[src/rtl/counter_log_pkg.sv]
// Shared constants for the counter event logger.
// Entry layout: {hit2, hit1, count2, count1, timestamp}.
package counter_log_pkg;
    localparam int TS_W      = 14;
    localparam int LOG_DEPTH = 16;
    localparam int ENTRY_W   = 32;
    localparam int HIT2_BIT  = 31;
    localparam int HIT1_BIT  = 30;
    localparam int C2_LSB    = 22;
    localparam int C1_LSB    = 14;
    localparam int TS_LSB    = 0;
endpackage

[src/rtl/log_fifo.sv]
// First-word-fall-through FIFO with flush.
// Read data reads as zero while empty.
module log_fifo #(
    parameter int WIDTH = 32,
    parameter int DEPTH = 16,
    localparam int AW   = $clog2(DEPTH)
) (
    input  logic             clk_i,
    input  logic             rst_ni,
    input  logic             flush_i,
    input  logic             wr_en_i,
    input  logic [WIDTH-1:0] wr_data_i,
    input  logic             rd_en_i,
    output logic [WIDTH-1:0] rd_data_o,
    output logic [AW:0]      level_o,
    output logic             empty_o,
    output logic             full_o
);
    logic [AW:0]      wptr_q, wptr_d;
    logic [AW:0]      rptr_q, rptr_d;
    logic [WIDTH-1:0] mem_q [DEPTH];
    logic             do_rd;
    logic             do_wr;

    assign empty_o = (wptr_q == rptr_q);
    assign full_o  = (wptr_q[AW] != rptr_q[AW]) &&
                     (wptr_q[AW-1:0] == rptr_q[AW-1:0]);
    assign level_o = wptr_q - rptr_q;
    assign do_rd   = rd_en_i & ~empty_o;
    // a pop frees the slot, so a write into a full FIFO is allowed then
    assign do_wr   = wr_en_i & (~full_o | do_rd);
    assign rd_data_o = empty_o ? '0 : mem_q[rptr_q[AW-1:0]];

    // next pointer values; flush empties the FIFO
    always_comb begin
        wptr_d = wptr_q;
        rptr_d = rptr_q;
        if (flush_i) begin
            wptr_d = '0;
            rptr_d = '0;
        end else begin
            if (do_wr) wptr_d = wptr_q + 1'b1;
            if (do_rd) rptr_d = rptr_q + 1'b1;
        end
    end

    // pointer registers
    always_ff @(posedge clk_i or negedge rst_ni) begin
        if (!rst_ni) begin
            wptr_q <= '0;
            rptr_q <= '0;
        end else begin
            wptr_q <= wptr_d;
            rptr_q <= rptr_d;
        end
    end

    // storage array, no reset needed since empty masks the output
    always_ff @(posedge clk_i) begin
        if (do_wr && !flush_i) mem_q[wptr_q[AW-1:0]] <= wr_data_i;
    end
endmodule

[src/rtl/counter_event_log.sv]
// Logs rising-edge matches of two counters into a FIFO,
// each entry stamped with both counts and a timestamp.
module counter_event_log
    import counter_log_pkg::*;
#(
    parameter int DEPTH = LOG_DEPTH,
    parameter int TS_W  = 14
) (
    input  logic                   sys_clk,
    input  logic                   reset_n,
    input  logic [7:0]             count1,
    input  logic [7:0]             count2,
    input  logic [7:0]             match1,
    input  logic [7:0]             match2,
    input  logic                   arm,
    input  logic                   clear,
    input  logic                   pop,
    output logic [ENTRY_W-1:0]     log_data,
    output logic [$clog2(DEPTH):0] level,
    output logic                   not_empty,
    output logic                   overflow,
    output logic                   ev_pulse,
    output logic                   ovf_pulse
);
    logic            eq1, eq2;
    logic            eq1_q, eq2_q;
    logic            hit1, hit2, any_hit;
    logic            fifo_empty, fifo_full;
    logic            ev_d, ovf_d;
    logic            ev_q, ovf_q, overflow_q, overflow_d;
    logic [TS_W-1:0] ts_q, ts_d;
    logic [ENTRY_W-1:0] entry_d;

    assign eq1     = (count1 == match1);
    assign eq2     = (count2 == match2);
    assign hit1    = eq1 & ~eq1_q & arm;
    assign hit2    = eq2 & ~eq2_q & arm;
    assign any_hit = (hit1 | hit2) & ~clear;

    // entry assembly from the current counts and timestamp
    always_comb begin
        entry_d = '0;
        entry_d[HIT2_BIT]       = hit2;
        entry_d[HIT1_BIT]       = hit1;
        entry_d[C2_LSB +: 8]    = count2;
        entry_d[C1_LSB +: 8]    = count1;
        entry_d[TS_LSB +: TS_W] = ts_q;
    end

    // write vs drop decision and the timestamp/overflow next state
    always_comb begin
        ev_d       = any_hit & (~fifo_full | pop);
        ovf_d      = any_hit & fifo_full & ~pop;
        overflow_d = overflow_q | ovf_d;
        ts_d       = ts_q + TS_W'(1);
        if (clear) begin
            overflow_d = 1'b0;
            ts_d       = '0;
        end
    end

    // equality history, timestamp, sticky overflow and pulses
    always_ff @(posedge sys_clk or negedge reset_n) begin
        if (!reset_n) begin
            eq1_q      <= 1'b0;
            eq2_q      <= 1'b0;
            ts_q       <= '0;
            overflow_q <= 1'b0;
            ev_q       <= 1'b0;
            ovf_q      <= 1'b0;
        end else begin
            eq1_q      <= eq1;
            eq2_q      <= eq2;
            ts_q       <= ts_d;
            overflow_q <= overflow_d;
            ev_q       <= ev_d;
            ovf_q      <= ovf_d;
        end
    end

    log_fifo #(
        .WIDTH (ENTRY_W),
        .DEPTH (DEPTH)
    ) u_fifo (
        .clk_i     (sys_clk),
        .rst_ni    (reset_n),
        .flush_i   (clear),
        .wr_en_i   (any_hit),
        .wr_data_i (entry_d),
        .rd_en_i   (pop),
        .rd_data_o (log_data),
        .level_o   (level),
        .empty_o   (fifo_empty),
        .full_o    (fifo_full)
    );

    assign not_empty = ~fifo_empty;
    assign overflow  = overflow_q;
    assign ev_pulse  = ev_q;
    assign ovf_pulse = ovf_q;
endmodule

[config.mk]
export PLATFORM = sky130hd
export DESIGN_NAME = counter_event_log
export DESIGN_NICKNAME = d
export VERILOG_FILES = /design/src/rtl/counter_log_pkg.sv /design/src/rtl/log_fifo.sv /design/src/rtl/counter_event_log.sv
export SDC_FILE = /design/constraint.sdc
export NUM_CORES = 1
export LEC_CHECK = 0
export BUFFER_PORTS_ARGS = -buffer_cell sky130_fd_sc_hd__buf_2
export CELL_PAD_IN_SITES_DETAIL_PLACEMENT = 1
export CELL_PAD_IN_SITES_GLOBAL_PLACEMENT = 1
export CORE_ASPECT_RATIO = 1.25
export CORE_UTILIZATION = 45
export CTS_CLUSTER_SIZE = 14
export DETAILED_ROUTE_END_ITERATION = 10
export MAX_ROUTING_LAYER = met4
export PLACE_DENSITY = 0.76
export SYNTH_ARGS = -nofsm -noshare
export SYNTH_HDL_FRONTEND = slang
export SYNTH_HIERARCHICAL = 1
export SYNTH_SLANG_ARGS = --single-unit
[constraint.sdc]
create_clock -name sys_clk -period 9.1 [get_ports sys_clk]
set_input_delay 0.91 -clock sys_clk [delete_from_list [all_inputs] [get_ports sys_clk]]
set_output_delay 0.91 -clock sys_clk [all_outputs]
set_load 0.05 [all_outputs]
==> results.py, run 1 <==
metrics = {
    "sta": {
        "slew_headroom_pct": 15.96,
        "worstMarginPinSlew_ps": 1261,
        "finalCritPeriodShare_pct": 60.24,
        "tns_ps": 0,
        "period_minus_slack_ps": 5481,
        "rsz0062_at_grt": "no",
        "hold_violations": 0,
        "setup_viol": 0,
        "maxSlewViolCount": 0,
        "fin_worst_skew_ps": 24.21,
        "max_freq_ghz": 0.1824,
    },
    "die": {
        "num_rows": 88,
        "die_area_mm2": 0.04825,
        "start_util_pct": 45.87,
        "die_y_um": 245.3,
        "die_w_um": 196.7,
        "core_area_mm2": 0.04646,
        "ios": 78,
    },
    "pwr": {
        "p_sw_mw": 0.9643,
        "total_power_mw": 4.980,
        "power.density_mw_per_mm2": 204.7,
        "comb_power_share_pct": 1.2,
        "p_leak_nw": 8.015,
        "ir_worst_vdd_v": 0.0001609,
        "seqPwrFrac_pct": 54.5,
        "p_int_mw": 4.016,
        "switching_share_pct": 19.36,
        "clock_power_share_pct": 44.3,
    },
    "worst_setup_path": {
        "critical_path_class": "flip-flop to output port",
        "worstPathCellList": "inv_1 -> buf_4 -> ha_1 -> nand4_1 -> o211ai_4 -> buf_4 -> and2b_1 -> a221o_1 -> buf_2",
        "cp_slowest_cell": "dfrtp_4",
        "timing.rr.end": "u_fifo/mem_q[10][12]",
        "slowest_delay_ps": 880,
        "crit_top_cell": "buf_4",
        "cp_num_buf_inv": 4,
        "crit_path_end_kind": "output port",
        "cp-start-kind": "flip-flop",
        "cp_top_family": "buffers and inverters",
        "path_max_fanout": 40,
        "reg2reg_depth": 7,
        "reg2reg_slack_ps": 4780,
        "cp.arrival_ps": 4570,
        "worst_r2r_startpoint": "u_fifo/rptr_q[1]",
        "cp_data_required_time_ps": 8190,
    },
    "clock_tree": {
        "postCtsSetupBuffers": 0,
        "cts_tree": "done",
        "cts_made_buffers": 51,
        "clk_path_buf_depth": 3,
        "insertion_delay_ps": 600,
        "cts_hold_buf": 0,
        "clock-sinks": 541,
        "cts-resized-gates": 0,
        "clkTransAtPathRegs_ps": 70,
        "cts-root-buf": "clkbuf_16",
        "htree_levels": 2,
    },
    "global_route": {
        "antenna_found_initial": 1,
        "grt_usage_pct": 22.36,
        "grt_max_degree": 63,
        "grt_pass1_vias": 11680,
        "grt_pass1_wl_mm": 75.82,
        "overflow": 0,
    },
    "detailed_routing": {
        "wl_mm": 50.58,
        "drc": 0,
        "viasPerCell": 5.791,
        "drtIter0Drc": 760,
        "vias": 10660,
        "first_pass_iters": 5,
        "wl_per_cell_um": 27.49,
        "ant_nets": 0,
    },
    "synth": {
        "syn_inst": 1055,
        "ys_seq_area_share_pct": 75.54,
        "synth.ff_latch_count": 541,
        "synth_flop_cell": "edfxtp_1",
        "synth_edf_count": 512,
        "synth_nets": 1103,
        "synth.distinct_cells": 44,
        "async_flop_share_pct": 5.360,
        "yosys_warnings": 6,
        "syn_area_per_cell_um2": 20.20,
        "syn_area_mm2": 0.02131,
    },
    "final_layout": {
        "post-route-cell-area_mm2": 0.02433,
        "layout-drive-gt1-share_pct": 28.37,
        "syn_to_final_growth_pct": 14.15,
        "layout.nets": 1215,
    },
    "placed_design": {
        "dp_hpwl_mm": 29.08,
        "io_buffers": 77,
        "place.gp.congestion": 0.7631,
        "placed_area_mm2": 0.02259,
    },
    "flow_run": {
        "drv_cap": 0,
    },
    "run_status": {
        "status": "complete, no violations",
    },
    "worst_hold_path": {
        "worstHoldPathType": "input port to async pin",
    },
}
power by group through the flow:
stage | logic [mW] | clock network [mW] | registers, mW
after floorplan | 0.0228 | 0 | 2.77
after global placement | 0.0565 | 0 | 2.77
after detailed placement | 0.0593 | 0 | 2.77
after CTS | 0.0597 | 2.24 | 2.72
after global routing | 0.0634 | 2.32 | 2.71
final | 0.0580 | 2.21 | 2.72
layout by cell type (no fill, tap or decap), types with 3 or more instances in the layout:
| master | count |
|---|---|
| buf_4 | 35 |
| buf_2 | 77 |
| mux4_2 | 128 |
| nor2_1 | 18 |
| inv_1 | 16 |
| edfxtp_1 | 512 |
| nor2b_1 | 33 |
| nand2_1 | 101 |
| clkinv_1 | 9 |
| bufinv_16 | 8 |
| xnor2_1 | 9 |
| nor3_2 | 12 |
| clkbuf_16 | 51 |
| nor4_2 | 7 |
| nand2b_1 | 7 |
| clkbuf_1 | 11 |
| ha_1 | 10 |
| a21oi_1 | 12 |
| dfrtp_1 | 26 |
| xor2_1 | 23 |
| or3_1 | 9 |
| nand3_1 | 6 |
| a221o_1 | 32 |
| clkbuf_8 | 3 |
| o21ai_0 | 9 |
| clkinv_2 | 8 |
| nand4_1 | 5 |
cell usage after synthesis (16+ instances only):
cell type	count	area share, %
clkbuf_1	17	0.30
mux4_2	128	14
inv_1	16	0.28
dfrtp_1	29	3.4
buf_2	16	0.38
nor2b_1	33	0.97
nor2_1	19	0.33
a221o_1	32	1.5
nand2_1	101	1.8
xor2_1	23	0.95
edfxtp_1	512	72
flip-flops by register name, indices dropped and copies added (netlist names), 5 cells and up:
register and flops:
u_fifo/rptr_q 5, u_fifo/wptr_q 5, ts_q 14, u_fifo/mem_q 512
through the flow:
step | utilization [%] | setup slack (ps) | instances | hold slack, ps
3_5_place_dp | 48.61 | 4233 | 1744 | 493.7
4_1_cts | 52.36 | 3537 | 1839 | 407.0
2_1_floorplan | - | 3436 | 1055 | 569.0
5_1_grt | 52.36 | 3442 | 1840 | 428.9
6_report | 52.36 | 3619 | 1840 | 398.8
3_3_place_gp | 48.61 | 4339 | 1744 | 494.6
how the worst max path moves through the flow:
stage | start | endpoint | slack [ps] | depth (start not counted)
after global routing | u_fifo/rptr_q[1] | log_data[10] | 3440 | 9
after detailed placement | u_fifo/rptr_q[1] | log_data[10] | 4230 | 9
final | u_fifo/rptr_q[1] | log_data[10] | 3620 | 9
after floorplan | match2[1] | u_fifo/mem_q[0][0] | 3440 | 7
after CTS | u_fifo/rptr_q[1] | log_data[10] | 3540 | 9
after global placement | u_fifo/rptr_q[1] | log_data[10] | 4340 | 9
routing by layer:
layer  part of all wire [%]  GRT usage [%]
met2                     53          38.70
met3                    4.7          2.743
met1                     39          27.21
met5                      0              -
met4                    3.2          7.752
cell type report:
cell class	count	area, um^2
clock buffer	65	1359
multi-input combinational	445	4980
fill	4176	22130
sequential	541	16110
inverter	16	60.06
antenna	1	2.502
tap	630	788.3
clock inverter	30	384.1
timing repair buffer	112	648.1
kinds of logic after synthesis:
| family | share of synthesized area [%] |
|---|---|
| compound gates | 2.395 |
| xor+xnor | 1.315 |
| fa+ha+maj | 0.6810 |
| buf+inv | 1.644 |
| flops | 75.54 |
| mux | 13.62 |
| simple gates | 4.808 |
Note: power is estimated with default switching activity, not from simulation.
==> inputs of run 2 (changes only) <==
ABC_AREA = 1   (was not set)
PLACE_DENSITY = 0.82   (was 0.76)
clock period = 5.7 ns   (was 9.1 ns; I/O delays follow)
==> run 2 against run 1 <==
  * Design area grew 9.9%
  * Critical path depth is 2 lower
  * Critical path type unchanged
  * Synthesized cell count up 130%
  * Count of clock-buffer cells in the layout is 5 higher
  * Clock skew shrank 7.1 ps
  * Total power grew 57%
  * Flip-flop and latch count unchanged
==> results.py, run 2 <==
metrics = {
    "detailed_routing": {
        "drc": 0,
        "first_pass_iters": 5,
        "wl_per_cell_um": 22.66,
        "wl_mm": 72.07,
        "ant_nets": 0,
        "vias": 17410,
        "drtIter0Drc": 1282,
        "viasPerCell": 5.472,
    },
    "clock_tree": {
        "cts-resized-gates": 0,
        "cts_tree": "done",
        "clk_path_buf_depth": 3,
        "cts_made_buffers": 52,
        "postCtsSetupBuffers": 0,
        "clkTransAtPathRegs_ps": 60,
        "cts_hold_buf": 0,
        "cts-root-buf": "clkbuf_16",
        "htree_levels": 2,
        "clock-sinks": 541,
        "insertion_delay_ps": 590,
    },
    "die": {
        "num_rows": 94,
        "die_y_um": 260.1,
        "start_util_pct": 45.53,
        "core_area_mm2": 0.05269,
        "ios": 78,
        "die_area_mm2": 0.05424,
        "die_w_um": 208.5,
    },
    "sta": {
        "rsz0062_at_grt": "no",
        "slew_headroom_pct": 8.843,
        "tns_ps": 0,
        "max_freq_ghz": 0.2214,
        "fin_worst_skew_ps": 17.12,
        "setup_viol": 0,
        "worstMarginPinSlew_ps": 1364,
        "worst_hold_slack_ps": 123.7,
        "finalCritPeriodShare_pct": 79.25,
        "maxSlewViolCount": 0,
        "hold_violations": 0,
        "period_minus_slack_ps": 4517,
    },
    "placed_design": {
        "dp_hpwl_mm": 41.97,
        "placed_area_mm2": 0.02507,
        "place.gp.congestion": 0.8090,
        "io_buffers": 77,
    },
    "global_route": {
        "antenna_found_initial": 1,
        "grt_usage_pct": 27.52,
        "overflow": 0,
        "grt_pass1_vias": 19010,
        "grt_max_degree": 127,
        "grt_pass1_wl_mm": 109.3,
    },
    "worst_setup_path": {
        "path_max_fanout": 57,
        "critical_path_class": "flip-flop to output port",
        "worst_r2r_startpoint": "u_fifo/rptr_q[1]",
        "crit_path_end_kind": "output port",
        "cp.arrival_ps": 3950,
        "cp_data_required_time_ps": 5130,
        "reg2reg_depth": 9,
        "cp-start-kind": "flip-flop",
        "timing.rr.end": "u_fifo/mem_q[11][14]",
        "reg2reg_slack_ps": 1810,
        "slowest_delay_ps": 950,
        "cp_slowest_cell": "dfrtp_4",
        "crit_end": "log_data[24]",
        "startpoint": "u_fifo/rptr_q[1]",
        "worstPathCellList": "inv_4 -> ha_1 -> nand4_1 -> nor2_4 -> buf_4 -> a21oi_1 -> buf_2",
    },
    "synth": {
        "synth.ff_latch_count": 541,
        "syn_inst": 2412,
        "async_flop_share_pct": 5.360,
        "synth_edf_count": 512,
        "synth.distinct_cells": 31,
        "post-synth-top-area-cell": "edfxtp_1",
        "synth_flop_cell": "edfxtp_1",
        "syn_area_mm2": 0.02399,
        "synth.area.top_cells": "edfxtp_1 (64%), nand2_1 (15%), inv_1 (6.2%)",
        "synth_top_area_share_pct": 64.09,
        "synth.top_cells.by_count": "nand2_1 (937), edfxtp_1 (512), inv_1 (399)",
        "syn_area_per_cell_um2": 9.946,
        "yosys_warnings": 6,
        "synth_nets": 2460,
        "yosysMostFrequentCell": "nand2_1",
        "ys_seq_area_share_pct": 67.12,
    },
    "worst_hold_path": {
        "worstHoldPathType": "input port to async pin",
    },
    "final_layout": {
        "syn_to_final_growth_pct": 11.42,
        "largest_register_ffs": 512,
        "final_common_cell": "nand2_1",
        "final_cell_mix": "nand2_1 (937), edfxtp_1 (512), inv_1 (398)",
        "nFillCells": 5815,
        "layout.nets": 2515,
        "layout-drive-gt1-share_pct": 8.892,
        "post-route-cell-area_mm2": 0.02673,
    },
    "flow_run": {
        "drv_cap": 0,
    },
    "run_status": {
        "status": "complete, no violations",
    },
    "pwr": {
        "power.density_mw_per_mm2": 292.8,
        "ir_worst_vdd_v": 0.0001979,
        "p_leak_nw": 11.60,
    },
}
==> run 2: power breakdown <==
| part | switching (mW) | internal (mW) |
|---|---|---|
| logic | 0.0706 | 0.0229 |
| registers | 0.0105 | 4.32 |
| clock network | 1.48 | 1.92 |
==> run 2: layout make-up <==
| type | count | area, um^2 | area share, % |
|---|---|---|---|
| sequential | 541 | 16110 | 60.27 |
| multi-input combinational | 1358 | 5936 | 22.21 |
| inverter | 405 | 1530 | 5.725 |
| clock buffer | 70 | 1450 | 5.426 |
| tap | 672 | 840.8 | 3.146 |
| timing repair buffer | 109 | 650.6 | 2.434 |
| clock inverter | 25 | 209.0 | 0.7818 |
| antenna | 1 | 2.502 | 0.009362 |
==> run 2: metal layers <==
layer	GRT usage, %	vias up	part of all wire [%]
li1	-	7775	-
met1	30.97	8782	37
met2	48.18	638	52
met3	3.913	210	6.0
met4	13.21	0	4.6
met5	-	-	0
==> run 2: worst min path at each step <==
| stage | startpoint | to | slack, ps | cells after the start |
|---|---|---|---|---|
| after floorplan | reset_n | eq1_q | 270 | 0 |
| after global placement | overflow | overflow | 480 | 2 |
| after detailed placement | overflow | overflow | 490 | 2 |
| after CTS | reset_n | u_fifo/rptr_q[3] | 130 | 1 |
| after global routing | reset_n | u_fifo/rptr_q[3] | 160 | 1 |
| final | reset_n | u_fifo/rptr_q[3] | 120 | 1 |
==> run 2: worst max-delay path: cells and delay by family, from the launching register on <==
family / cells / cell delay [ps]
DFF: 1 / 950
and+or+nand+nor: 2 / 950
buffers and inverters: 3 / 930
adders and majority gates: 1 / 410
AOI/OAI and AO/OA: 1 / 90
==> run 2: metrics by stage <==
stage | power [mW] | utilization (%) | setup WS [ps] | cells
floorplan | 4.449 | - | 2030 | 2412
global placement | 4.509 | 47.57 | 1921 | 3085
detailed placement | 4.514 | 47.57 | 1827 | 3085
CTS | 7.881 | 50.72 | 1202 | 3180
global route | 8.006 | 50.73 | 1124 | 3181
finish | 7.827 | 50.73 | 1183 | 3181
==> run 2: logic make-up after synthesis <==
family	Yosys count	share of synthesized area (%)
and+or+nand+nor	1267	21.62
xor gates and xnor gates	21	0.7980
AOI/OAI and AO/OA	59	1.231
DFF	541	67.12
buffers and inverters	513	8.632
adders and majority gates	11	0.6050
==> inputs of run 3 (changes only) <==
ABC_AREA = 0   (was 1)
PLACE_DENSITY = 0.76   (was 0.82)
clock period = 4.3 ns   (was 5.7 ns; I/O delays follow)
==> run 3 against run 2 <==
  * Register-to-register slack worse by 570 ps
  * Clock power is 29% higher
  * Via count is 38% lower
  * Flip-flop and latch count stayed put
  * Count of clock-buffer cells in the layout is 3 higher
  * Design area is 8.1% lower
  * Sequential power is 32% higher
  * Clock skew is 1.3 ps lower
  * Wire length is 30% lower
  * Global-route usage is 5.3 points lower
  * Cell count is 42% lower
  * Die area is 11% lower
  * Critical endpoint is now log_data[25]
==> results.py, run 3 (same netlist as run 1, synthesis figures left out) <==
metrics = {
    "run_status": {
        "status": "complete, no violations",
    },
    "detailed_routing": {
        "wl_per_cell_um": 27.37,
        "first_pass_iters": 4,
        "viasPerCell": 5.807,
        "ant_nets": 0,
        "drtIter0Drc": 864,
        "vias": 10710,
        "wl_mm": 50.49,
        "drc": 0,
    },
    "global_route": {
        "antenna_found_initial": 0,
        "grt_usage_pct": 22.24,
        "grt_max_degree": 101,
        "grt_pass1_vias": 11550,
        "grt_pass1_wl_mm": 75.44,
        "overflow": 0,
    },
    "sta": {
        "period_minus_slack_ps": 3921,
        "finalCritPeriodShare_pct": 91.19,
        "max_freq_ghz": 0.2550,
        "rsz0062_at_grt": "no",
        "fin_worst_skew_ps": 15.81,
        "setup_viol": 0,
        "hold_violations": 0,
        "slew_headroom_pct": 30.13,
        "worst_slack_ps": 378.8,
        "worstMarginPinSlew_ps": 1048,
        "maxSlewViolCount": 0,
    },
    "final_layout": {
        "multi_input_area_mm2": 0.005042,
        "nFillCells": 4190,
        "antennaDiodeCount": 0,
        "layout-drive-gt1-share_pct": 28.56,
        "final_common_cell": "edfxtp_1",
        "layout.nets": 1223,
        "final_cell_mix": "edfxtp_1 (512), mux4_2 (128), nand2_1 (101)",
        "seqCellArea_mm2": 0.01611,
        "syn_to_final_growth_pct": 15.26,
        "largest_register_ffs": 512,
    },
    "placed_design": {
        "pre_cts_ws_ps": 616.4,
        "place.gp.congestion": 0.7644,
        "io_buffers": 77,
        "dp_hpwl_mm": 30.69,
    },
    "clock_tree": {
        "clock-sinks": 541,
        "cts_tree": "done",
        "cts_made_buffers": 50,
        "htree_levels": 2,
        "clkTransAtPathRegs_ps": 70,
        "clk_path_buf_depth": 3,
        "cts-root-buf": "clkbuf_16",
        "insertion_delay_ps": 560,
    },
    "worst_hold_path": {
        "worstHoldPathType": "input port to flip-flop",
    },
    "worst_setup_path": {
        "cp_data_required_time_ps": 3870,
        "critical_path_class": "flip-flop to output port",
        "cp-start-kind": "flip-flop",
        "path_max_fanout": 21,
        "cp.arrival_ps": 3490,
        "crit_path_end_kind": "output port",
    },
    "pwr": {
        "ir_worst_vdd_v": 0.0003199,
        "power.density_mw_per_mm2": 418.1,
        "total_power_mw": 10.27,
        "p_leak_nw": 8.191,
    },
    "die": {
        "start_util_pct": 45.87,
        "ios": 78,
        "die_area_mm2": 0.04825,
        "num_rows": 88,
        "die_w_um": 196.7,
        "die_y_um": 245.3,
        "core_area_mm2": 0.04646,
    },
    "flow_run": {
        "drv_cap": 0,
    },
}
[run 3: cell count changes in the layout (fill, tap and decap cells not counted), sizes merged, moves of 9 or more]
cell   change
nor2      -22
nand3    -270
or3        +9
mux4     +128
nor2b     +33
buf       +11
a21oi     -31
a221o     +32
nand2    -839
xor2      +14
inv      -388
[run 3: repair_timing]
item,CTS,global route
setup buffers,0,0
endpoints found under the hold margin,29,0
resized for setup,0,0
hold buffers,1,0
[run 3: final timing paths]
check                                      start              endpoint  slack (ps)  cells past startpoint
worst max-delay path            u_fifo/rptr_q[0]          log_data[25]         380                      7
worst min-delay path                         pop              ev_pulse         220                      3
worst max register to register  u_fifo/rptr_q[0]  u_fifo/mem_q[11][19]        1240                      6
worst min register to register          overflow              overflow         510                      2
max in group asynchronous                reset_n      u_fifo/rptr_q[1]        3160                      2
min in group asynchronous                reset_n               ts_q[8]         500                      2
[run 3: worst max-delay path, stage by stage (launching register included)]
cell and delay, ps:
dfrtp_4 630, ha_1 370, nand4_1 360, nor2_1 480, nor2_4 160, buf_4 270
a221o_1 390, buf_2 220
[run 3: report_power, final]
group	leakage [nW]	internal, mW	total (mW)	switching (mW)
clock	0.797	2.56	4.40	1.84
sequential	5.11	5.73	5.75	0.0127
combinational	2.29	0.0373	0.129	0.0914
[run 3: layout make-up]
cell class	instances	area share [%]
flip-flops and latches	541	65.57
multi-input cells	445	20.52
clock buffers	73	5.694
repair buffers	121	3.860
well taps	630	3.209
clock inverters	19	0.8964
inverters	16	0.2445
[run 3: metal layers]
layer / up-vias / track usage, % / share of wire, %
met4: 0 / 7.547 / 3.0
met3: 89 / 2.524 / 4.2
met2: 286 / 37.33 / 52
met1: 5824 / 28.36 / 41
li1: 4515 / - / -
met5: - / - / 0
[run 3: per-stage QoR]
stage | util, % | std cells | hold WS (ps) | TNS (ps) | cell area, um^2
floorplan | - | 1055 | 134.4 | -163830 | 21360
global placement | 49.37 | 1752 | 501.1 | 0 | 22940
detailed placement | 49.37 | 1752 | 492.8 | 0 | 22940
CTS | 52.87 | 1845 | 187.0 | 0 | 24570
global route | 52.87 | 1845 | 211.5 | 0 | 24570
finish | 52.87 | 1845 | 215.9 | 0 | 24570
